`config.mk`:
```
export PLATFORM = sky130hd
export DESIGN_NAME = ahb_multi_master_arbiter
export DESIGN_NICKNAME = d
export VERILOG_FILES = /design/src/rtl/ahb_pkg.sv /design/src/rtl/ahb_arb_select.sv /design/src/rtl/ahb_multi_master_arbiter.sv
export SDC_FILE = /design/constraint.sdc
export NUM_CORES = 1
export LEC_CHECK = 0
export BUFFER_PORTS_ARGS = -buffer_cell sky130_fd_sc_hd__buf_4
export CAP_MARGIN = 30
export CELL_PAD_IN_SITES_DETAIL_PLACEMENT = 0
export CELL_PAD_IN_SITES_GLOBAL_PLACEMENT = 2
export CORE_MARGIN = 8
export CORE_UTILIZATION = 10
export CTS_CLUSTER_DIAMETER = 100
export CTS_CLUSTER_SIZE = 28
export DETAILED_ROUTE_END_ITERATION = 12
export PLACE_DENSITY_LB_ADDON = 0.08
export SLEW_MARGIN = 40
export SYNTH_ARGS = -nofsm -noshare
export SYNTH_HDL_FRONTEND = slang
export SYNTH_SLANG_ARGS = --single-unit
```
`constraint.sdc`:
```
create_clock -name clk_i -period 1.25 [get_ports clk_i]
set_input_delay 0.1875 -clock clk_i [delete_from_list [all_inputs] [get_ports clk_i]]
set_output_delay 0.1875 -clock clk_i [all_outputs]
set_load 0.01 [all_outputs]
```
`src/rtl/ahb_pkg.sv`:
```
// Shared AHB-lite encodings and arbitration mode constants used by the
// multi-master arbiter and its winner selector.
package ahb_pkg;

  typedef enum logic [2:0] {
    HSIZE_BYTE     = 3'd0,
    HSIZE_HALFWORD = 3'd1,
    HSIZE_WORD     = 3'd2
  } hsize_t;

  typedef enum logic [1:0] {
    HTRANS_IDLE   = 2'd0,
    HTRANS_BUSY   = 2'd1,
    HTRANS_NONSEQ = 2'd2,
    HTRANS_SEQ    = 2'd3
  } htrans_t;

  typedef enum logic [1:0] {
    HRESP_OKAY  = 2'd0,
    HRESP_ERROR = 2'd1
  } hresp_t;

  localparam int ARB_FIXED = 0;
  localparam int ARB_RR    = 1;

endpackage

```
`src/rtl/ahb_arb_select.sv`:
```
// Combinational winner picker: scans requesters starting just after a base
// index with wrap-around. Fixed priority is the same scan anchored at index 0.
module ahb_arb_select
  import ahb_pkg::*;
#(
  parameter int NUM_MASTERS = 2,
  parameter int ARB_MODE    = ARB_FIXED,
  parameter int IDX_W       = $clog2(NUM_MASTERS)
) (
  input  logic [NUM_MASTERS-1:0] req_i,
  input  logic [IDX_W-1:0]       owner_i,
  output logic [IDX_W-1:0]       win_o,
  output logic                   valid_o
);

  int base;
  int idx;

  always_comb begin
    win_o   = '0;
    valid_o = |req_i;
    idx     = 0;
    // Fixed priority starts the scan from NUM_MASTERS-1 so index 0 comes first.
    base    = (ARB_MODE == ARB_RR) ? int'(owner_i) : NUM_MASTERS - 1;
    // Walk the search order backwards so the earliest requester is written last.
    for (int k = NUM_MASTERS; k >= 1; k--) begin
      idx = (base + k) % NUM_MASTERS;
      if (req_i[idx]) win_o = IDX_W'(idx);
    end
  end

endmodule

```
`src/rtl/ahb_multi_master_arbiter.sv`:
```
// N-master AHB-lite arbiter/mux: address-phase owner drives the bus control,
// data-phase owner follows one accepted transfer behind and steers hwdata/hresp.
module ahb_multi_master_arbiter
  import ahb_pkg::*;
#(
  parameter int NUM_MASTERS    = 2,
  parameter int DATA_WIDTH     = 32,
  parameter int ADDR_WIDTH     = 32,
  parameter int ARB_MODE       = ARB_FIXED,
  parameter int DEFAULT_MASTER = 0
) (
  input  logic                              clk_i,
  input  logic                              resetn_i,
  input  logic [NUM_MASTERS-1:0]            req_i,
  input  logic [NUM_MASTERS-1:0]            lock_i,
  output logic [NUM_MASTERS-1:0]            grant_o,
  input  logic [NUM_MASTERS*ADDR_WIDTH-1:0] m_haddr_i,
  input  logic [NUM_MASTERS*DATA_WIDTH-1:0] m_hwdata_i,
  input  logic [NUM_MASTERS*3-1:0]          m_hsize_i,
  input  logic [NUM_MASTERS*2-1:0]          m_htrans_i,
  input  logic [NUM_MASTERS-1:0]            m_hwrite_i,
  output logic [DATA_WIDTH-1:0]             m_hrdata_o,
  output logic [NUM_MASTERS-1:0]            m_hready_o,
  output logic [NUM_MASTERS*2-1:0]          m_hresp_o,
  output logic [ADDR_WIDTH-1:0]             haddr_o,
  output logic [DATA_WIDTH-1:0]             hwdata_o,
  output logic [2:0]                        hsize_o,
  output logic [1:0]                        htrans_o,
  output logic                              hwrite_o,
  input  logic [DATA_WIDTH-1:0]             hrdata_i,
  input  logic                              hready_i,
  input  logic [1:0]                        hresp_i
);

  localparam int IDX_W = $clog2(NUM_MASTERS);
  localparam logic [IDX_W-1:0] DEF_IDX = IDX_W'(DEFAULT_MASTER);

  logic [IDX_W-1:0] addr_owner_q, addr_owner_d;
  logic [IDX_W-1:0] data_owner_q, data_owner_d;
  logic [IDX_W-1:0] rr_ptr_q, rr_ptr_d;
  logic [IDX_W-1:0] sel_idx;
  logic             sel_valid;

  ahb_arb_select #(
    .NUM_MASTERS(NUM_MASTERS),
    .ARB_MODE   (ARB_MODE),
    .IDX_W      (IDX_W)
  ) u_select (
    .req_i  (req_i),
    .owner_i(rr_ptr_q),
    .win_o  (sel_idx),
    .valid_o(sel_valid)
  );

  // Handshake: a transfer phase is accepted only on an edge with hready_i=1;
  // every owner/pipeline update happens on such edges and nowhere else.
  always_comb begin
    addr_owner_d = addr_owner_q;
    data_owner_d = data_owner_q;
    rr_ptr_d     = rr_ptr_q;
    if (hready_i) begin
      data_owner_d = addr_owner_q;
      if (req_i[addr_owner_q] && (lock_i[addr_owner_q] || ARB_MODE == ARB_RR)) begin
        addr_owner_d = addr_owner_q;
      end else if (sel_valid) begin
        addr_owner_d = sel_idx;
      end else begin
        addr_owner_d = DEF_IDX;
      end
      // Tracking the owner keeps the next search starting at owner+1.
      if (ARB_MODE == ARB_RR) rr_ptr_d = addr_owner_d;
    end
  end

  always_ff @(posedge clk_i or negedge resetn_i) begin
    if (!resetn_i) begin
      addr_owner_q <= DEF_IDX;
      data_owner_q <= DEF_IDX;
      rr_ptr_q     <= DEF_IDX;
    end else begin
      addr_owner_q <= addr_owner_d;
      data_owner_q <= data_owner_d;
      rr_ptr_q     <= rr_ptr_d;
    end
  end

  always_comb begin
    grant_o    = '0;
    m_hready_o = '0;
    m_hresp_o  = '0;
    haddr_o    = '0;
    hwdata_o   = '0;
    hsize_o    = '0;
    htrans_o   = '0;
    hwrite_o   = 1'b0;
    m_hrdata_o = hrdata_i;
    for (int i = 0; i < NUM_MASTERS; i++) begin
      if (IDX_W'(i) == addr_owner_q) begin
        grant_o[i] = 1'b1;
        haddr_o    = m_haddr_i[i*ADDR_WIDTH +: ADDR_WIDTH];
        hsize_o    = m_hsize_i[i*3 +: 3];
        htrans_o   = m_htrans_i[i*2 +: 2];
        hwrite_o   = m_hwrite_i[i];
      end
      if (IDX_W'(i) == data_owner_q) begin
        hwdata_o          = m_hwdata_i[i*DATA_WIDTH +: DATA_WIDTH];
        m_hresp_o[i*2 +: 2] = hresp_i;
      end else begin
        m_hresp_o[i*2 +: 2] = HRESP_OKAY;
      end
      m_hready_o[i] = hready_i && (IDX_W'(i) == addr_owner_q || IDX_W'(i) == data_owner_q);
    end
  end

endmodule
```
# Word-level counts from Yosys, hierarchy flattened
# Cells that the tools add are included.
[totals]
word_cells = 29
output_inout_bits = 110
ff_bits = 2
[op_classes]
reduce_logical = 7
bitwise_logic = 3
order_cmp = 1
mux = 16
[op_table]
columns = ["operator", "count"]
rows = [
  ["$mux W32", 2],
  ["$mux W1", 10],
  ["$mux W2", 3],
  ["$logic_and A1 B1 Y1", 3],
  ["$mux W3", 1],
  ["$not A1 Y1", 3],
  ["$logic_or A1 B1 Y1", 2],
  ["$lt A1 B2 Y1 const B", 1],
  ["$reduce_and A2 Y1", 1],
  ["$reduce_or A2 Y1", 1],
]

# Logic depth before layout (Yosys ltp)
[depth]
depth_word = 5
ltp_mapped = 4
ltp_nobuf = 2

# By module
# A second synthesis with hierarchy kept.
[hier_totals]
hier_cells = 129
area_unflattened_um2 = 1303.8
[by_module_without_submodules]
columns = ["mod", "seq_area_each_um2", "instances", "area_each_um2", "cells_per_inst"]
rows = [
  ["ahb_multi_master_arbiter", 50.0, 1, 1291.2, 127],
  ["ahb_arb_select", 0.0, 1, 12.5, 2],
]

# Least setup slack after synthesis
# Ideal clock, no wire load.
[synth_timing]
path_type = "register -> output"
from = "reg data_owner_q"
to = "out m_hready_o[0]"
setup_slack_ns = 0.103
required_time_ns = 1.062
path_stages_with_launch = 4
arrival_time_ns = 0.960
n_path_buf = 2
path_cell_list = "dfrtp_1 -> buf_6 -> buf_6 -> a21boi_0"
[synth_between]
elab_chain_cells = 3
[synth_lines]
columns = ["item", "line", "text"]
rows = [
  ["start: declaration", "ahb_multi_master_arbiter.sv:39", "logic [IDX_W-1:0] data_owner_q, data_owner_d;"],
  ["start signal: assignment", "ahb_multi_master_arbiter.sv:82", "data_owner_q <= data_owner_d;"],
  ["$not A1 Y1", "ahb_multi_master_arbiter.sv:111", "m_hready_o[i] = hready_i && (IDX_W'(i) == addr_owner_q || IDX_W'(i) == data_owner_q);"],
  ["$logic_or A1 B1 Y1", "ahb_multi_master_arbiter.sv:111", ""],
  ["$logic_and A1 B1 Y1", "ahb_multi_master_arbiter.sv:111", ""],
  ["end: declaration", "ahb_multi_master_arbiter.sv:23", "output logic [NUM_MASTERS-1:0] m_hready_o,"],
]
# No other way between the ends.

# Worst setup path in the final report
[layout_timing]
from = "reg data_owner_q"
to = "out hwdata_o[5]"
[layout_between]
elab_chain_cells = 1
[layout_lines]
columns = ["item", "line", "text"]
rows = [
  ["$mux W32", "ahb_multi_master_arbiter.sv:105", "if (IDX_W'(i) == data_owner_q) begin"],
  ["end: declaration", "ahb_multi_master_arbiter.sv:26", "output logic [DATA_WIDTH-1:0] hwdata_o,"],
]
# No other way between the ends.

==> results_dict.tcl <==
set metrics [dict create \
    crit_type "reg2out" \
    synth_seq_area_share_pct 3.92 \
    worst_pin_slew_ns 0.199 \
    routed_wirelength_um 8450 \
    clk_pin_slew_ns 0.03 \
    cts_buffers 3 \
    grt_max_degree 29 \
    worst-path-max-fanout 14 \
    pwr-share-seq_pct 3.9 \
    tns_ns -18.27 \
    ys_ff_latch 2 \
    clockPowerShare_pct 20.1 \
    swShare_pct 29.8 \
    grt_usage_pct 8.81 \
    via_count 1801 \
    yosys_warnings 0 \
    holdWs_ns 0.236 \
    combinationalPowerShare_pct 76.0 \
    rsz0062_at_grt "yes" \
    start_kind "flip-flop" \
    drt_pass1_iterations 3 \
    intPower_mw 1.74 \
    slew_headroom_pct 86.7 \
    path_delay_family "flip-flops" \
    dr_wl_met3_um 1180 \
    postLayoutCoreUtil_pct 27.2 \
    crit_cells 3 \
    wl_per_cell_um 17.1 \
    syn_inst 125 \
    reg2regPathDepth 3 \
    worstHoldPathType "in2reg" \
    die_w_um 129 \
    syn_avg_cell_area_um2 10.2 \
    syn_area_mm2 0.00128 \
    p_leak_nw 1.75 \
    violations "setup timing" \
    dp_slack_ns -0.0598 \
    clock-root-buffer "clkbuf_16" \
    numClockSinks 2 \
    highest_layer "met4" \
    slew_viol_final 0 \
    clock_latency_ns 0.22 \
    synthToLayoutAreaGrowth_pct 167 \
    rows 41 \
    htreeDepth 1 \
    netlist.top_cell.by_area "mux2_2" \
    powerDensity_mw_per_mm2 726 \
    dp_hpwl_um 7230 \
    worstPathRequired_ns 1.06 \
    ir_worst_vdd_uv 403 \
    synth_nets 306 \
    timing.fmax_mhz 650 \
    cts_tree "yes" \
    drt-met1-wl_um 2700 \
    net-switching-power_uw 738 \
    gp_congestion 0.752 \
    io_buffer_count 225 \
    avgViaCountPerCell 3.64 \
    period_share_pct 123 \
    hold_depth 3 \
    start_util_pct 10.2 \
    critPathBufInv 2 \
    crit_path_end_kind "output pin" \
    path_cells "buf_12, mux2_2, buf_4" \
    antenna_left 0 \
    fp.dieH_um 129 \
    finalClockSkew_ns 0.00346 \
    antenna_found_initial 0 \
    dpl_cell_area_mm2 0.00291 \
    drive_gt1_share_pct 96.9 \
    drt_first_iter_violations 44 \
    finalNetCount 505 \
    grt-ovfl-total 0 \
    synth_top_area_share_pct 57.3 \
    final_area_mm2 0.00341 \
    status "complete, but fails checks" \
    finalHoldViolCount 0 \
    worst_path_largest_cell_delay_ns 0.46 \
    final-setup-viol-count 76 \
    max_cap_violations 0 \
    cts_buffer_depth 2 \
    antenna_cells 0 \
    critPathSlowestCell "dfrtp_2" \
    die_area_mm2 0.0166 \
    first_global_vias 1966 \
    drc 0 \
    setup_ws_ns -0.289 \
    grt_pass1_wl_um 11400 \
    wl_met2_um 4480 \
    io_pins 291 \
    ys_types 12 \
    period_needed_ns 1.54 \
    core_area_mm2 0.0126 \
    crit_arrival_ns 1.35 \
    synth_area_leaders "mux2_2, buf_4, mux2_4" \
]
sequential cells by signal (all words and copies together) (netlist names):
register and flops:
data_owner_q 1, addr_owner_q 1
power groups by stage:
stage,clock (mW),combinational (mW),sequential [mW]
floorplan,0,0.802,0.0800
global placement,0,1.59,0.0867
detailed placement,0,1.57,0.0869
CTS,0.505,1.74,0.0871
global route,0.516,2.00,0.0988
finish,0.497,1.89,0.0967
what timing repair did:
item | in CTS | in global routing
endpoints found under the hold margin | 2 | 0
hold buffers | 1 | 0
endpoints found under the setup margin | 74 | 76
cloned | 0 | 2
buffers inserted | 0 | 4
gates resized for setup | 57 | 38
pin swaps | 0 | 1
worst reg2reg max path, cell delays in order, from the launching register on:
cell and delay, ns:
dfrtp_2 0.47, buf_6 0.16, buf_6 0.11, mux2_2 0.26
path summary, 6_finish.rpt:
| check | from | to | slack (ns) |
|---|---|---|---|
| max | data_owner_q$_DFFE_PN0P_ | hwdata_o[5] | -0.29 |
| min | req_i[1] | addr_owner_q$_DFFE_PN0P_ | 0.24 |
| max reg2reg | data_owner_q$_DFFE_PN0P_ | data_owner_q$_DFFE_PN0P_ | 0.13 |
| min reg2reg | addr_owner_q$_DFFE_PN0P_ | addr_owner_q$_DFFE_PN0P_ | 0.77 |
| max in group asynchronous | resetn_i | data_owner_q$_DFFE_PN0P_ | 0.85 |
| min in group asynchronous | resetn_i | addr_owner_q$_DFFE_PN0P_ | 0.29 |
cell usage after synthesis, drive strengths merged:
library cell / n
mux2: 71
nand3b: 1
o21a: 1
a21boi: 2
o21ai: 1
buf: 42
and2: 2
inv: 1
nor2b: 2
dfrtp: 2
metrics by stage:
step	cells	total power, mW
final	495	2.48
after global routing	495	2.62
after CTS	489	2.33
after detailed placement	484	1.65
after global placement	484	1.67
after floorplan	125	0.882
final cells by class:
cell class | instances | area (um^2)
Clock buffer | 4 | 78.8
Fill cell | 1352 | 9160
Inverter | 1 | 3.75
Multi-Input combinational cell | 80 | 1030
Sequential cell | 2 | 52.6
Tap cell | 172 | 215
Timing Repair Buffer | 236 | 2030
layer usage:
metal	vias to the layer above	global-route usage, %
li1	804	-
met1	825	7.57
met2	158	17.3
met3	14	4.81
met4	0	2.00
met5	-	0
logic make-up after synthesis:
kind of cell / share of synthesized area, %
mux: 64.3
simple gates: 2.55
compound gates: 2.15
buf+inv: 27.0
flops: 3.92
placed cells by master (no fill, tap or decap):
| cell type | Yosys | final |
|---|---|---|
| inv_1 | 1 | 1 |
| mux2_2 | 65 | 27 |
| nand3b_1 | 1 | 1 |
| buf_12 | 0 | 4 |
| o21a_1 | 1 | 1 |
| buf_4 | 35 | 179 |
| a21boi_0 | 2 | 1 |
| and2_4 | 0 | 2 |
| dlygate4sd3_1 | 0 | 1 |
| mux2_4 | 6 | 44 |
| dfrtp_2 | 0 | 2 |
| clkbuf_16 | 0 | 4 |
| a21boi_1 | 0 | 1 |
| clkbuf_1 | 0 | 1 |
| buf_6 | 7 | 51 |
| nor2b_1 | 2 | 2 |
| o21ai_0 | 1 | 1 |
No activity file was read; power rests on OpenSTA's default activity.
